File: src/rtl/alu_pipe_if.sv
// rtl/alu_pipe_if.sv - operand/result handshake and status bundle for alu_pipe
interface alu_pipe_if #(
    parameter int WIDTH = 32,
    parameter int TAG_W = 4,
    parameter int CNT_W = 16
);
    logic             in_valid;
    logic             in_ready;
    logic [WIDTH-1:0] operand_a;
    logic [WIDTH-1:0] operand_b;
    logic [2:0]       command;
    logic [TAG_W-1:0] in_tag;
    logic             out_valid;
    logic             out_ready;
    logic [WIDTH-1:0] result;
    logic             carryout;
    logic             zero;
    logic             overflow;
    logic [TAG_W-1:0] out_tag;
    logic             sticky_overflow;
    logic             clear_sticky;
    logic [CNT_W-1:0] op_count;

    modport slave (
        input  in_valid, operand_a, operand_b, command, in_tag, out_ready, clear_sticky,
        output in_ready, out_valid, result, carryout, zero, overflow, out_tag,
               sticky_overflow, op_count
    );

    modport master (
        output in_valid, operand_a, operand_b, command, in_tag, out_ready, clear_sticky,
        input  in_ready, out_valid, result, carryout, zero, overflow, out_tag,
               sticky_overflow, op_count
    );
endinterface

File: src/rtl/alu_pipe.sv
// rtl/alu_pipe.sv - pipelined ALU with valid/ready handshake, tag pass-through and status
module alu_pipe #(
    parameter int WIDTH     = 32,
    parameter int REG_INPUT = 1,
    parameter int TAG_W     = 4,
    parameter int CNT_W     = 16
) (
    input  logic        clk,
    input  logic        rst_n,
    alu_pipe_if.slave   bus
);

    typedef enum logic [2:0] {
        CMD_ADD  = 3'd0,
        CMD_SUB  = 3'd1,
        CMD_XOR  = 3'd2,
        CMD_SLT  = 3'd3,
        CMD_AND  = 3'd4,
        CMD_NAND = 3'd5,
        CMD_NOR  = 3'd6,
        CMD_OR   = 3'd7
    } cmd_e;

    logic             out_stage_free;
    logic             accept;
    logic             deliver;
    logic             load_out;

    // Operands feeding the execute logic (from s1 or straight from the input side)
    logic [WIDTH-1:0] x_a;
    logic [WIDTH-1:0] x_b;
    logic [2:0]       x_cmd;
    logic [TAG_W-1:0] x_tag;

    // Execute results
    logic             b_inv;
    logic [WIDTH-1:0] b_op;
    logic [WIDTH:0]   sum;
    logic             add_ovf;
    logic [WIDTH-1:0] c_res;
    logic             c_carry;
    logic             c_ovf;

    assign out_stage_free = !bus.out_valid || bus.out_ready;
    assign accept         = bus.in_valid && bus.in_ready;
    assign deliver        = bus.out_valid && bus.out_ready;

    generate
        if (REG_INPUT != 0) begin : g_s1
            logic             s1_valid;
            logic [WIDTH-1:0] s1_a;
            logic [WIDTH-1:0] s1_b;
            logic [2:0]       s1_cmd;
            logic [TAG_W-1:0] s1_tag;

            // Operand stage: capture on accept, empty once handed to the output stage.
            // An accept in the same cycle as a hand-off simply refills the stage.
            always_ff @(posedge clk or negedge rst_n) begin
                if (!rst_n) begin
                    s1_valid <= 1'b0;
                    s1_a     <= '0;
                    s1_b     <= '0;
                    s1_cmd   <= '0;
                    s1_tag   <= '0;
                end else if (accept) begin
                    s1_valid <= 1'b1;
                    s1_a     <= bus.operand_a;
                    s1_b     <= bus.operand_b;
                    s1_cmd   <= bus.command;
                    s1_tag   <= bus.in_tag;
                end else if (load_out) begin
                    s1_valid <= 1'b0;
                end
            end

            assign bus.in_ready = !s1_valid || out_stage_free;
            assign load_out     = s1_valid && out_stage_free;
            assign x_a          = s1_a;
            assign x_b          = s1_b;
            assign x_cmd        = s1_cmd;
            assign x_tag        = s1_tag;
        end else begin : g_direct
            assign bus.in_ready = out_stage_free;
            assign load_out     = accept;
            assign x_a          = bus.operand_a;
            assign x_b          = bus.operand_b;
            assign x_cmd        = bus.command;
            assign x_tag        = bus.in_tag;
        end
    endgenerate

    // Execute: one shared adder; SUB and SLT both use A + ~B + 1
    always_comb begin
        b_inv   = (x_cmd != CMD_ADD);
        b_op    = b_inv ? ~x_b : x_b;
        sum     = {1'b0, x_a} + {1'b0, b_op} + (WIDTH+1)'(b_inv);
        add_ovf = (x_a[WIDTH-1] == b_op[WIDTH-1]) && (sum[WIDTH-1] != x_a[WIDTH-1]);
        c_res   = '0;
        c_carry = 1'b0;
        c_ovf   = 1'b0;
        case (x_cmd)
            CMD_ADD, CMD_SUB: begin
                c_res   = sum[WIDTH-1:0];
                c_carry = sum[WIDTH];
                c_ovf   = add_ovf;
            end
            CMD_XOR:  c_res = x_a ^ x_b;
            CMD_SLT:  c_res = {{(WIDTH-1){1'b0}}, sum[WIDTH-1] ^ add_ovf};
            CMD_AND:  c_res = x_a & x_b;
            CMD_NAND: c_res = ~(x_a & x_b);
            CMD_NOR:  c_res = ~(x_a | x_b);
            CMD_OR:   c_res = x_a | x_b;
        endcase
    end

    // Output stage: load new result when free, otherwise hold until taken
    always_ff @(posedge clk or negedge rst_n) begin
        if (!rst_n) begin
            bus.out_valid <= 1'b0;
            bus.result    <= '0;
            bus.carryout  <= 1'b0;
            bus.zero      <= 1'b0;
            bus.overflow  <= 1'b0;
            bus.out_tag   <= '0;
        end else if (load_out) begin
            bus.out_valid <= 1'b1;
            bus.result    <= c_res;
            bus.carryout  <= c_carry;
            bus.zero      <= (c_res == '0);
            bus.overflow  <= c_ovf;
            bus.out_tag   <= x_tag;
        end else if (bus.out_ready) begin
            bus.out_valid <= 1'b0;
        end
    end

    // Delivery status: wrapping op counter and sticky overflow (set beats clear)
    always_ff @(posedge clk or negedge rst_n) begin
        if (!rst_n) begin
            bus.op_count        <= '0;
            bus.sticky_overflow <= 1'b0;
        end else begin
            if (deliver) begin
                bus.op_count <= bus.op_count + CNT_W'(1);
            end
            if (deliver && bus.overflow) begin
                bus.sticky_overflow <= 1'b1;
            end else if (bus.clear_sticky) begin
                bus.sticky_overflow <= 1'b0;
            end
        end
    end

endmodule
File: src/flat_wrapper.sv
// flat-port wrapper written by rule: the top's interface ports become plain ports
module alu_pipe_flat 
#(
    parameter int WIDTH     = 32,
    parameter int REG_INPUT = 1,
    parameter int TAG_W     = 4,
    parameter int CNT_W     = 16
)
  (clk, rst_n, bus_in_valid, bus_operand_a, bus_operand_b, bus_command, bus_in_tag, bus_out_ready, bus_clear_sticky, bus_in_ready, bus_out_valid, bus_result, bus_carryout, bus_zero, bus_overflow, bus_out_tag, bus_sticky_overflow, bus_op_count);
  alu_pipe_if #(.WIDTH(WIDTH), .TAG_W(TAG_W), .CNT_W(CNT_W)) bus_i ();
  input  logic clk;
  input  logic rst_n;
  input wire logic [$bits(bus_i.in_valid)-1:0] bus_in_valid;
  input wire logic [$bits(bus_i.operand_a)-1:0] bus_operand_a;
  input wire logic [$bits(bus_i.operand_b)-1:0] bus_operand_b;
  input wire logic [$bits(bus_i.command)-1:0] bus_command;
  input wire logic [$bits(bus_i.in_tag)-1:0] bus_in_tag;
  input wire logic [$bits(bus_i.out_ready)-1:0] bus_out_ready;
  input wire logic [$bits(bus_i.clear_sticky)-1:0] bus_clear_sticky;
  output wire logic [$bits(bus_i.in_ready)-1:0] bus_in_ready;
  output wire logic [$bits(bus_i.out_valid)-1:0] bus_out_valid;
  output wire logic [$bits(bus_i.result)-1:0] bus_result;
  output wire logic [$bits(bus_i.carryout)-1:0] bus_carryout;
  output wire logic [$bits(bus_i.zero)-1:0] bus_zero;
  output wire logic [$bits(bus_i.overflow)-1:0] bus_overflow;
  output wire logic [$bits(bus_i.out_tag)-1:0] bus_out_tag;
  output wire logic [$bits(bus_i.sticky_overflow)-1:0] bus_sticky_overflow;
  output wire logic [$bits(bus_i.op_count)-1:0] bus_op_count;
  assign bus_i.in_valid = bus_in_valid;
  assign bus_i.operand_a = bus_operand_a;
  assign bus_i.operand_b = bus_operand_b;
  assign bus_i.command = bus_command;
  assign bus_i.in_tag = bus_in_tag;
  assign bus_i.out_ready = bus_out_ready;
  assign bus_i.clear_sticky = bus_clear_sticky;
  assign bus_in_ready = bus_i.in_ready;
  assign bus_out_valid = bus_i.out_valid;
  assign bus_result = bus_i.result;
  assign bus_carryout = bus_i.carryout;
  assign bus_zero = bus_i.zero;
  assign bus_overflow = bus_i.overflow;
  assign bus_out_tag = bus_i.out_tag;
  assign bus_sticky_overflow = bus_i.sticky_overflow;
  assign bus_op_count = bus_i.op_count;
  alu_pipe #(.WIDTH(WIDTH), .REG_INPUT(REG_INPUT), .TAG_W(TAG_W), .CNT_W(CNT_W)) u_core (.clk(clk), .rst_n(rst_n), .bus(bus_i));
endmodule
File: config.mk
export PLATFORM = sky130hd
export DESIGN_NAME = alu_pipe_flat
export DESIGN_NICKNAME = d
export VERILOG_FILES = /design/src/rtl/alu_pipe_if.sv /design/src/rtl/alu_pipe.sv /design/src/flat_wrapper.sv
export SDC_FILE = /design/constraint.sdc
export NUM_CORES = 1
export LEC_CHECK = 0
export ABC_AREA = 1
export ABC_CLOCK_PERIOD_IN_PS = 3400
export CAP_MARGIN = 40
export CORE_MARGIN = 10
export CORE_UTILIZATION = 56
export DETAILED_ROUTE_END_ITERATION = 8
export PLACE_DENSITY_LB_ADDON = 0.3
export SYNTH_ARGS = -nofsm -noshare
export SYNTH_HDL_FRONTEND = slang
export SYNTH_SLANG_ARGS = --single-unit
export TNS_END_PERCENT = 1
File: constraint.sdc
create_clock -name clk -period 3.4 [get_ports clk]
set_input_delay 0.51 -clock clk [delete_from_list [all_inputs] [get_ports clk]]
set_output_delay 0.51 -clock clk [all_outputs]
set_load 0.01 [all_outputs]
Yosys cells after proc, flatten, opt, wreduce, memory -nomap -nowiden

Cells that the tools add are included.

Flip-flop bits (word level): 129
Input port bits: 76

Reduce and logical (&&, ||, !) cells: 16
Add/subtract/negate cells: 3
Mux-type cells: 10
Bitwise gates (word level): 7
Equal/unequal tests: 9

Operator list:

| operator                | number |
|---|---|
| $pmux W32 S7            | 1 |
| $not A32 Y32            | 3 |
| $add A32 B32 Y33        | 1 |
| $add A33 B1 Y33         | 1 |
| $and A32 B32 Y32        | 1 |
| $logic_not A32 Y1       | 1 |
| $mux W32                | 1 |
| $or A32 B32 Y32         | 1 |
| $xor A32 B32 Y32        | 1 |
| $add A16 B1 Y16 const B | 1 |
| $eq A3 B3 Y1 const B    | 4 |
| $mux W1                 | 8 |
| $eq A3 B2 Y1 const B    | 2 |
| $reduce_bool A2 Y1      | 3 |
| $logic_and A1 B1 Y1     | 5 |
| $eq A3 B1 Y1 const B    | 1 |
| $logic_not A3 Y1        | 1 |
| $reduce_bool A3 Y1      | 1 |
| $logic_not A1 Y1        | 2 |
| $logic_or A1 B1 Y1      | 2 |
| $reduce_or A2 Y1        | 1 |
| $eq A1 B1 Y1            | 1 |
| $ne A1 B1 Y1            | 1 |
| $xor A1 B1 Y1           | 1 |

Logic depth before layout (Yosys ltp)

Gate-level depths: netlist (run 1).

Depth after elaboration: 9
Depth in mapped cells: 26
Depth with buffers taken out: 23

Worst setup path before layout (run 1)

Ideal clock, no wire load.

Kind: flip-flop to flip-flop
From: register u_core.g_s1.s1_cmd[1]
To: register u_core.bus.zero
Slack: 0.373 ns
Arrival: 2.961 ns
Path buffers: 3
Cell stages (with the launch flop): 25
Period minus slack after synthesis: 3.027 ns
Required time: 3.334 ns
Cells stage by stage: dfrtp_1 buf_6 nor2_4 buf_2 nand2_1 buf_2 xor2_1 ha_1 nand2_1 inv_1 a21oi_1 nand3_1 nand2_1 nand2_1 nand2_1 nand2_1 nand2_1 nand2_1 nand2_1 nand2_1 a21oi_1 nand3_1 nor2_1 nand3_1 nand2_1

Cells in the longest elaborated chain, start to end: 9
Elaborated cells on any way between the ends: 19
Those cells by class: add/sub: 2; eq/ne: 9; mux: 2; bitwise: 1; reduce/logical: 5

RTL lines:

| what                     | RTL line          | source |
|---|---|---|
| start: declaration       | alu_pipe.sv:53    | `logic [2:0] s1_cmd;` |
| start signal: assignment | alu_pipe.sv:69    | `s1_cmd <= bus.command;` |
| $reduce_bool A3 Y1       | alu_pipe.sv:94    | `b_inv = (x_cmd != CMD_ADD);` |
| $mux W32                 | alu_pipe.sv:95    | `b_op = b_inv ? ~x_b : x_b;` |
| $add A32 B32 Y33         | alu_pipe.sv:96    | `sum = {1'b0, x_a} + {1'b0, b_op} + (WIDTH+1)'(b_inv);` |
| $add A33 B1 Y33          | alu_pipe.sv:96    |  |
| $ne A1 B1 Y1             | alu_pipe.sv:97    | `add_ovf = (x_a[WIDTH-1] == b_op[WIDTH-1]) && (sum[WIDTH-1] != x_a[WIDTH-1]);` |
| $logic_and A1 B1 Y1      | alu_pipe.sv:97    |  |
| $xor A1 B1 Y1            | alu_pipe.sv:108   | `CMD_SLT: c_res = {{(WIDTH-1){1'b0}}, sum[WIDTH-1] ^ add_ovf};` |
| $pmux W32 S7 *           | alu_pipe.sv:101   | `case (x_cmd)` |
| $logic_not A32 Y1 *      | alu_pipe.sv:129   | `bus.zero <= (c_res == '0);` |
| end signal: assignment   | alu_pipe.sv:129   |  |
| end: declaration         | alu_pipe_if.sv:26 | `output in_ready, out_valid, result, carryout, zero, overflow, out_tag,` |

Mark *: on every way between the ends. The rest lies on a longest branch, timed or not.
A chain may end at the register's enable or synchronous reset.

Final worst setup path (run 1)

From: register u_core.g_s1.s1_cmd[0]
To: register u_core.bus.zero

The elaborated chain is that of the path after synthesis.

==> results of run 1 <==
[final cells by class]
| type | count | area [µm²] | area share (%) |
|---|---|---|---|
| flip-flops and latches | 129 | 3230 | 26.0 |
| clock buffers | 19 | 453 | 3.65 |
| inverters | 186 | 698 | 5.62 |
| clock inverters | 12 | 206 | 1.66 |
| repair buffers | 176 | 1710 | 13.8 |
| multi-input cells | 983 | 5850 | 47.1 |
| well taps | 225 | 282 | 2.27 |
[worst max-delay path by stage]
stage	startpoint	to	slack [ps]
2_1_floorplan	u_core.g_s1.s1_cmd[1]	u_core.bus.zero	370
3_3_place_gp	u_core.g_s1.s1_cmd[1]	u_core.bus.zero	-60
3_5_place_dp	u_core.g_s1.s1_cmd[1]	u_core.bus.zero	-30
4_1_cts	u_core.g_s1.s1_cmd[1]	u_core.bus.zero	5
5_1_grt	u_core.g_s1.s1_cmd[0]	u_core.bus.zero	-60
6_report	u_core.g_s1.s1_cmd[0]	u_core.bus.zero	140
[stage by stage]
stage | cells | setup slack [ps] | power, mW | utilization (%)
3_3_place_gp | 1682 | -58.7 | 5.89 | 66.2
3_5_place_dp | 1683 | -28.3 | 5.96 | 66.3
2_1_floorplan | 1342 | 373 | 4.45 | -
5_1_grt | 1730 | -57.9 | 8.96 | 72.6
6_report | 1730 | 144 | 8.40 | 72.6
4_1_cts | 1714 | 4.70 | 8.06 | 70.2
[what timing repair did]
action	4_1_cts	5_1_grt
pin swaps	0	17
buffers inserted	0	16
endpoints found under the setup margin	1	3
gates resized for setup	1	81
gates cloned	0	0
[placed cells by master (no fill, tap or decap), types with 9 or more instances in the layout]
cell	n
a31oi_1	12
nand4_1	14
ha_1	88
nor2_1	145
clkbuf_16	17
buf_4	40
nand2_2	20
nor2_2	14
o2111ai_1	9
xor2_1	48
nand2_1	322
inv_1	177
dfrtp_1	129
nand3_1	40
a21oi_2	18
a21oi_1	97
o21ai_0	59
a211oi_1	12
clkdlybuf4s50_1	132
[metal layers]
metal / global-route usage (%) / vias up / share of wire, %
li1: - / 4617 / -
met1: 35.5 / 4450 / 46
met2: 40.7 / 342 / 45
met3: 5.52 / 33 / 8.4
met4: 5.86 / 0 / 1.2
met5: 0 / - / 0
[cells by family after synthesis]
kind of cell / synth area share [%]
fa+ha+maj: 12.8
xor+xnor: 5.15
mux: 0.684
simple gates: 24.1
compound gates: 14.4
buf+inv: 9.51
flops: 33.3
[sequential cells by signal, summed over array words and instances, names as in the netlist]
signal and cells:
u_core.bus.carryout 1, u_core.bus.op_count 16, u_core.bus.out_tag 4, u_core.bus.out_valid 1, u_core.bus.overflow 1, u_core.bus.result 32
u_core.bus.sticky_overflow 1, u_core.bus.zero 1, u_core.g_s1.s1_a 32, u_core.g_s1.s1_b 32, u_core.g_s1.s1_cmd 3, u_core.g_s1.s1_tag 4
u_core.g_s1.s1_valid 1
[power by group]
| group | internal [mW] | switching [mW] |
|---|---|---|
| registers | 1.90 | 0.306 |
| clock network | 1.34 | 0.729 |
| logic | 1.70 | 2.43 |
| total | 4.94 | 3.46 |
[worst register-to-register path, delay by kind of cell, from the launching register on]
| family | cells | cell delay [ps] |
|---|---|---|
| adders and majority gates | 1 | 370 |
| xor gates and xnor gates | 1 | 150 |
| DFF | 1 | 430 |
| AOI/OAI and AO/OA | 2 | 360 |
| buffers and inverters | 6 | 700 |
| and+or+nand+nor | 12 | 1180 |
==> run_results.csv, run 1 <==
group,metric,value,unit
setup_path,critical_path_class,"reg -> reg",
finish,antenna_cells,0,
synth,syn-num-nets,1517,
drt,drc,0,
clock_network,clkLatencyLatePin,430,ps
clock_network,cts_max_path_buffers,2,
synth,synth_edf_count,0,
place,placed_area,11300,µm²
power_and_ir_drop,power.leakage,6.13,nW
timing,slew_viol_final,0,
place,place.gp.congestion,0.942,
drt,drt-pass1-iter-count,5,
floorplanning,dieWidth,152,µm
global_route,antenna_found_initial,0,
synth,ys_top_cells_by_area,"dfrtp_1 (33%), nand2_1 (13%), ha_1 (13%), inv_1 (7.0%), nor2_1 (6.2%)",
global_route,grt_pass1_vias,9252,
floorplanning,row_count,48,
clock_network,cts_inserted_buffers,17,
timing,clock_skew,13.1,ps
setup_path,max_stage_delay,430,ps
setup_path,rr_startpoint,"u_core.g_s1.s1_cmd[0]",
place,hpwl,22.6,mm
timing,hold_viol,0,
drt,ant_nets,0,
setup_path,cpMostUsedCell,"nand2_2",
setup_path,regToRegSetupSlack,140,ps
setup_path,cp-start-kind,"flip-flop",
floorplanning,die_height,152,µm
place,portBuffers,133,
synth,synth_cells,1342,
timing,fin_crit,3260,ps
worst_hold_path,hp-class,"in -> async",
timing,slew_headroom,49.5,%
clock_network,cts_tree,"yes",
setup_path,slowest_stage,"dfrtp_1",
timing,setup_viol,0,
outcome,status,"finished, final reports clean",
synth,synth_area_per_cell,7.23,µm²
synth,synth.yosys.seq_area_share,33.3,%
setup_path,path_buf_inv,6,
setup_path,worst_r2r_endpoint,"u_core.bus.zero",
floorplanning,top_level_ports,134,
setup_path,worst-r2r-cell-count,22,
setup_path,crit_chain,"inv_2 -> nand2_2 -> buf_12 -> buf_16 -> xor2_1 -> ha_1 -> nand2_2 -> inv_1 -> nand2_1 -> inv_2 -> a21oi_2 -> nand2_2 -> nand2_2 -> buf_4 -> nand2_2 -> nand2_1 -> nand3_1 -> a21oi_2 -> nand3_1 -> nor2_1 -> nand3_1 -> nand2_1",
synth,synth_common_cells,"nand2_1 (338), inv_1 (180), nor2_1 (160)",
clock_network,ctsHoldBuffers,0,
synth,synth.top_cell.area_share,33.3,%
setup_path,worst-path-stages,22,
clock_network,clock_sinks,129,
global_route,gr-usage-all-layers,25.8,%
floorplanning,die_area,23000,µm²
synth,synth_area,9700,µm²
synth,yosysWarnings,0,
timing,hold_slack,149,ps
setup_path,worstPathArrival,3620,ps
synth,synth_cell_types,48,
setup_path,cpLargestDelayFamily,"simple AND/OR/NAND/NOR gates",
finish,nNetsFinal,1668,
timing,max_freq,0.307,GHz
power_and_ir_drop,powerDensity,676,nW/µm²
finish,area.growth.synth_to_final,28.1,%
synth,ys_async_sr_fraction,100,%
setup_path,cp-end-kind,"flip-flop",
power_and_ir_drop,irDropWorstVdd,0.518,mV
flow_run,cap_violations,0,
global_route,grt_pass1_wl,47.1,mm
finish,nFillCells,1408,
floorplanning,core,17100,µm²
drt,viasPerCell,5.46,
clock_network,clk_pin_slew,60,ps
drt,post_drt_wl_per_cell,17.3,µm
drt,wirelength,29.9,mm
floorplanning,start_util,56.7,%
timing,finalCritPeriodShare,95.8,%
global_route,grt_max_degree,130,
finish,stdcell_area,12400,µm²
clock_network,cts_htree_levels,4,
synth,yosysTopAreaCell,"dfrtp_1",
drt,vias,9442,
setup_path,critPathMaxFanout,19,
global_route,overflow,0,
synth,synth_ff_type,"dfrtp_1",
setup_path,required,3770,ps
clock_network,root_buffer,"clkbuf_16",
timing,worst_slew_pin_slew,757,ps
synth,synth_most_common_cell,"nand2_1",
synth,ys_seq_elements,129,
finish,drive_above_1_share,11.5,%
timing,setup_tns,0,ps
drt,drtIter0Drc,640,
(Power assumes the default switching activity.)
==> run 2: changes to the inputs <==
--- a/config.mk
+++ b/config.mk
@@ -7,11 +7,12 @@
 export LEC_CHECK = 0
 export ABC_AREA = 1
 export ABC_CLOCK_PERIOD_IN_PS = 3400
-export CAP_MARGIN = 40
+export CAP_MARGIN = 5
 export CORE_MARGIN = 10
 export CORE_UTILIZATION = 56
 export DETAILED_ROUTE_END_ITERATION = 8
 export PLACE_DENSITY_LB_ADDON = 0.3
+export RECOVER_POWER = 50
 export SYNTH_ARGS = -nofsm -noshare
 export SYNTH_HDL_FRONTEND = slang
 export SYNTH_SLANG_ARGS = --single-unit
==> run_results.csv, run 2 (synthesis gave the netlist of run 1 again) <==
group,metric,value,unit
finish,antenna_cells,0,
place,portBuffers,133,
global_route,grt_pass1_wl,47.4,mm
floorplanning,die_height,152,µm
setup_path,critPathMaxFanout,9,
setup_path,slowest_stage,"dfrtp_1",
timing,fin_crit,3260,ps
timing,clock_skew,11.8,ps
clock_network,clock_sinks,129,
global_route,grt_max_degree,130,
clock_network,clkLatencyLatePin,420,ps
timing,worst_slew_pin_slew,1780,ps
setup_path,path_buf_inv,3,
clock_network,cts_inserted_buffers,17,
drt,viasPerCell,5.46,
drt,dr_wl_met2,13.3,mm
flow_run,cap_violations,1,
floorplanning,core,17100,µm²
power_and_ir_drop,power.leakage,6.18,nW
power_and_ir_drop,clock_power_share,22.9,%
power_and_ir_drop,switching_power,3.51,mW
finish,mostFrequentLayoutCells,"nand2_1 (318), inv_1 (178), nor2_1 (148), clkdlybuf4s50_1 (130), dfrtp_1 (129)",
setup_path,cp-end-kind,"flip-flop",
power_and_ir_drop,power.internal,4.85,mW
power_and_ir_drop,irDropWorstVdd,0.539,mV
timing,timing.final.ws_setup,144,ps
timing,slew_viol_final,130,
drt,vias,9475,
clock_network,cts_max_path_buffers,2,
timing,hold_viol,0,
drt,post_drt_wl_per_cell,17.4,µm
setup_path,max_stage_delay,410,ps
floorplanning,die_area,23000,µm²
timing,finalCritPeriodShare,95.8,%
finish,final_common_cell,"nand2_1",
global_route,antenna_found_initial,0,
drt,wl_met3,2.67,mm
floorplanning,top_level_ports,134,
place,post-place-ws,-10.8,ps
drt,drc,0,
clock_network,clk_pin_slew,60,ps
timing,max_freq,0.307,GHz
drt,dr.max_layer_used,"met4",
floorplanning,start_util,56.7,%
outcome,failed_checks,"max-capacitance violations, max-slew violations",
drt,drt-pass1-iter-count,5,
drt,wirelength,30.1,mm
worst_hold_path,hp-class,"reg -> reg",
setup_path,worstPathArrival,3620,ps
global_route,grt_pass1_vias,9238,
finish,final_core_util,73.2,%
finish,top_regs,"u_core.bus.result: 32 flops, u_core.g_s1.s1_a: 32 flops, u_core.g_s1.s1_b: 32 flops",
finish,nFillCells,1397,
power_and_ir_drop,swShare,42.0,%
outcome,status,"finished with violations",
timing,slew_headroom,-18.4,%
place,place.gp.congestion,0.942,
setup_path,critical_path_class,"reg -> reg",
finish,nNetsFinal,1672,
finish,area.growth.synth_to_final,29.2,%
finish,drive_above_1_share,12.3,%
timing,setup_tns,0,ps
setup_path,required,3760,ps
clock_network,ctsHoldBuffers,0,
floorplanning,row_count,48,
clock_network,cts_htree_levels,4,
setup_path,cp-start-kind,"flip-flop",
drt,wl_met1,13.7,mm
timing,setup_viol,0,
setup_path,cpMostUsedCell,"nand2_1",
global_route,overflow,0,
clock_network,root_buffer,"clkbuf_16",
floorplanning,dieWidth,152,µm
global_route,gr-usage-all-layers,25.9,%
setup_path,cpLargestDelayFamily,"simple AND/OR/NAND/NOR gates",
setup_path,crit_chain,"nor2_4 -> nand2_4 -> buf_12 -> clkbuf_16 -> xor2_1 -> ha_1 -> buf_4 -> a21oi_1 -> nand3_1 -> a21oi_2 -> nand2_1 -> nand2_1 -> nand2_1 -> nand2_1 -> nand2_1 -> a21oi_2 -> nand3_1 -> nor2_1 -> nand3_1 -> nand2_1",
clock_network,cts_tree,"yes",
power_and_ir_drop,power_frac_comb,50.6,%
power_and_ir_drop,seqPwrFrac,26.4,%
power_and_ir_drop,powerDensity,668,nW/µm²
drt,ant_nets,0,
drt,drtIter0Drc,669,
place,hpwl,22.6,mm
[run 2: cell types whose count changed in the layout (fill, tap and decap cells not counted), moves of 3 or more]
cell | previous run | this run
a21oi_2 | 18 | 15
nand2_1 | 322 | 318
nand2_2 | 20 | 23
xor2_1 | 48 | 45
xor2_2 | 2 | 5
nor2_1 | 145 | 148
a21oi_4 | 0 | 4
nor2_2 | 14 | 11
[run 2: per-stage QoR]
step	instances	hold WS, ps	power, mW	instance area (µm²)
final	1734	476	8.36	12500
after global routing	1734	502	8.93	12500
after CTS	1713	250	7.92	12000
after detailed placement	1682	465	5.96	11300
after global placement	1682	447	5.89	11300
after floorplan	1342	214	4.45	9700
[run 2: cell type report]
cell class	instances	area (µm²)	share of cell area, %
timing repair buffer	180	1760	14.1
clock inverter	12	158	1.26
inverter	186	698	5.57
multi-input combinational	983	5950	47.5
sequential	129	3230	25.8
clock buffer	19	453	3.62
tap	225	282	2.25
[run 2: worst register-to-register path, delay by kind of cell (launching register included)]
kind | cells | cell delay, ps
flops | 1 | 410
compound gates | 3 | 690
buf+inv | 3 | 510
fa+ha+maj | 1 | 330
xor+xnor | 1 | 150
simple gates | 12 | 1120
[run 2: layer usage]
metal	vias to the layer above	global-route usage (%)
met5	-	0
li1	4637	-
met1	4443	35.7
met2	355	40.7
met3	40	5.79
met4	0	5.39
[run 2: repair_timing]
item,CTS,global route
gates cloned,0,2
buffers inserted,0,19
pin swaps,0,30
setup endpoints to repair,1,3
resized for setup,2,97
[run 2: power groups by stage]
stage / sequential, mW / combinational [mW] / clock (mW)
final: 2.21 / 4.24 / 1.92
after global routing: 2.25 / 4.68 / 2.01
after CTS: 2.19 / 3.79 / 1.93
after detailed placement: 2.21 / 3.75 / 0
after global placement: 2.19 / 3.69 / 0
after floorplan: 2.26 / 2.19 / 0
[run 2: final timing paths]
kind                                            start                     to  slack (ps)  cells after the start
worst min register to register  u_core.g_s1.s1_tag[2]  u_core.bus.out_tag[2]         480                      2
max in group asynchronous                       rst_n   u_core.g_s1.s1_a[15]        1590                      2
worst min-delay path            u_core.g_s1.s1_tag[2]  u_core.bus.out_tag[2]         480                      2
min in group asynchronous                       rst_n   u_core.bus.result[6]         690                      2
worst max-delay path            u_core.g_s1.s1_cmd[2]        u_core.bus.zero         140                     20
worst max register to register  u_core.g_s1.s1_cmd[2]        u_core.bus.zero         140                     20
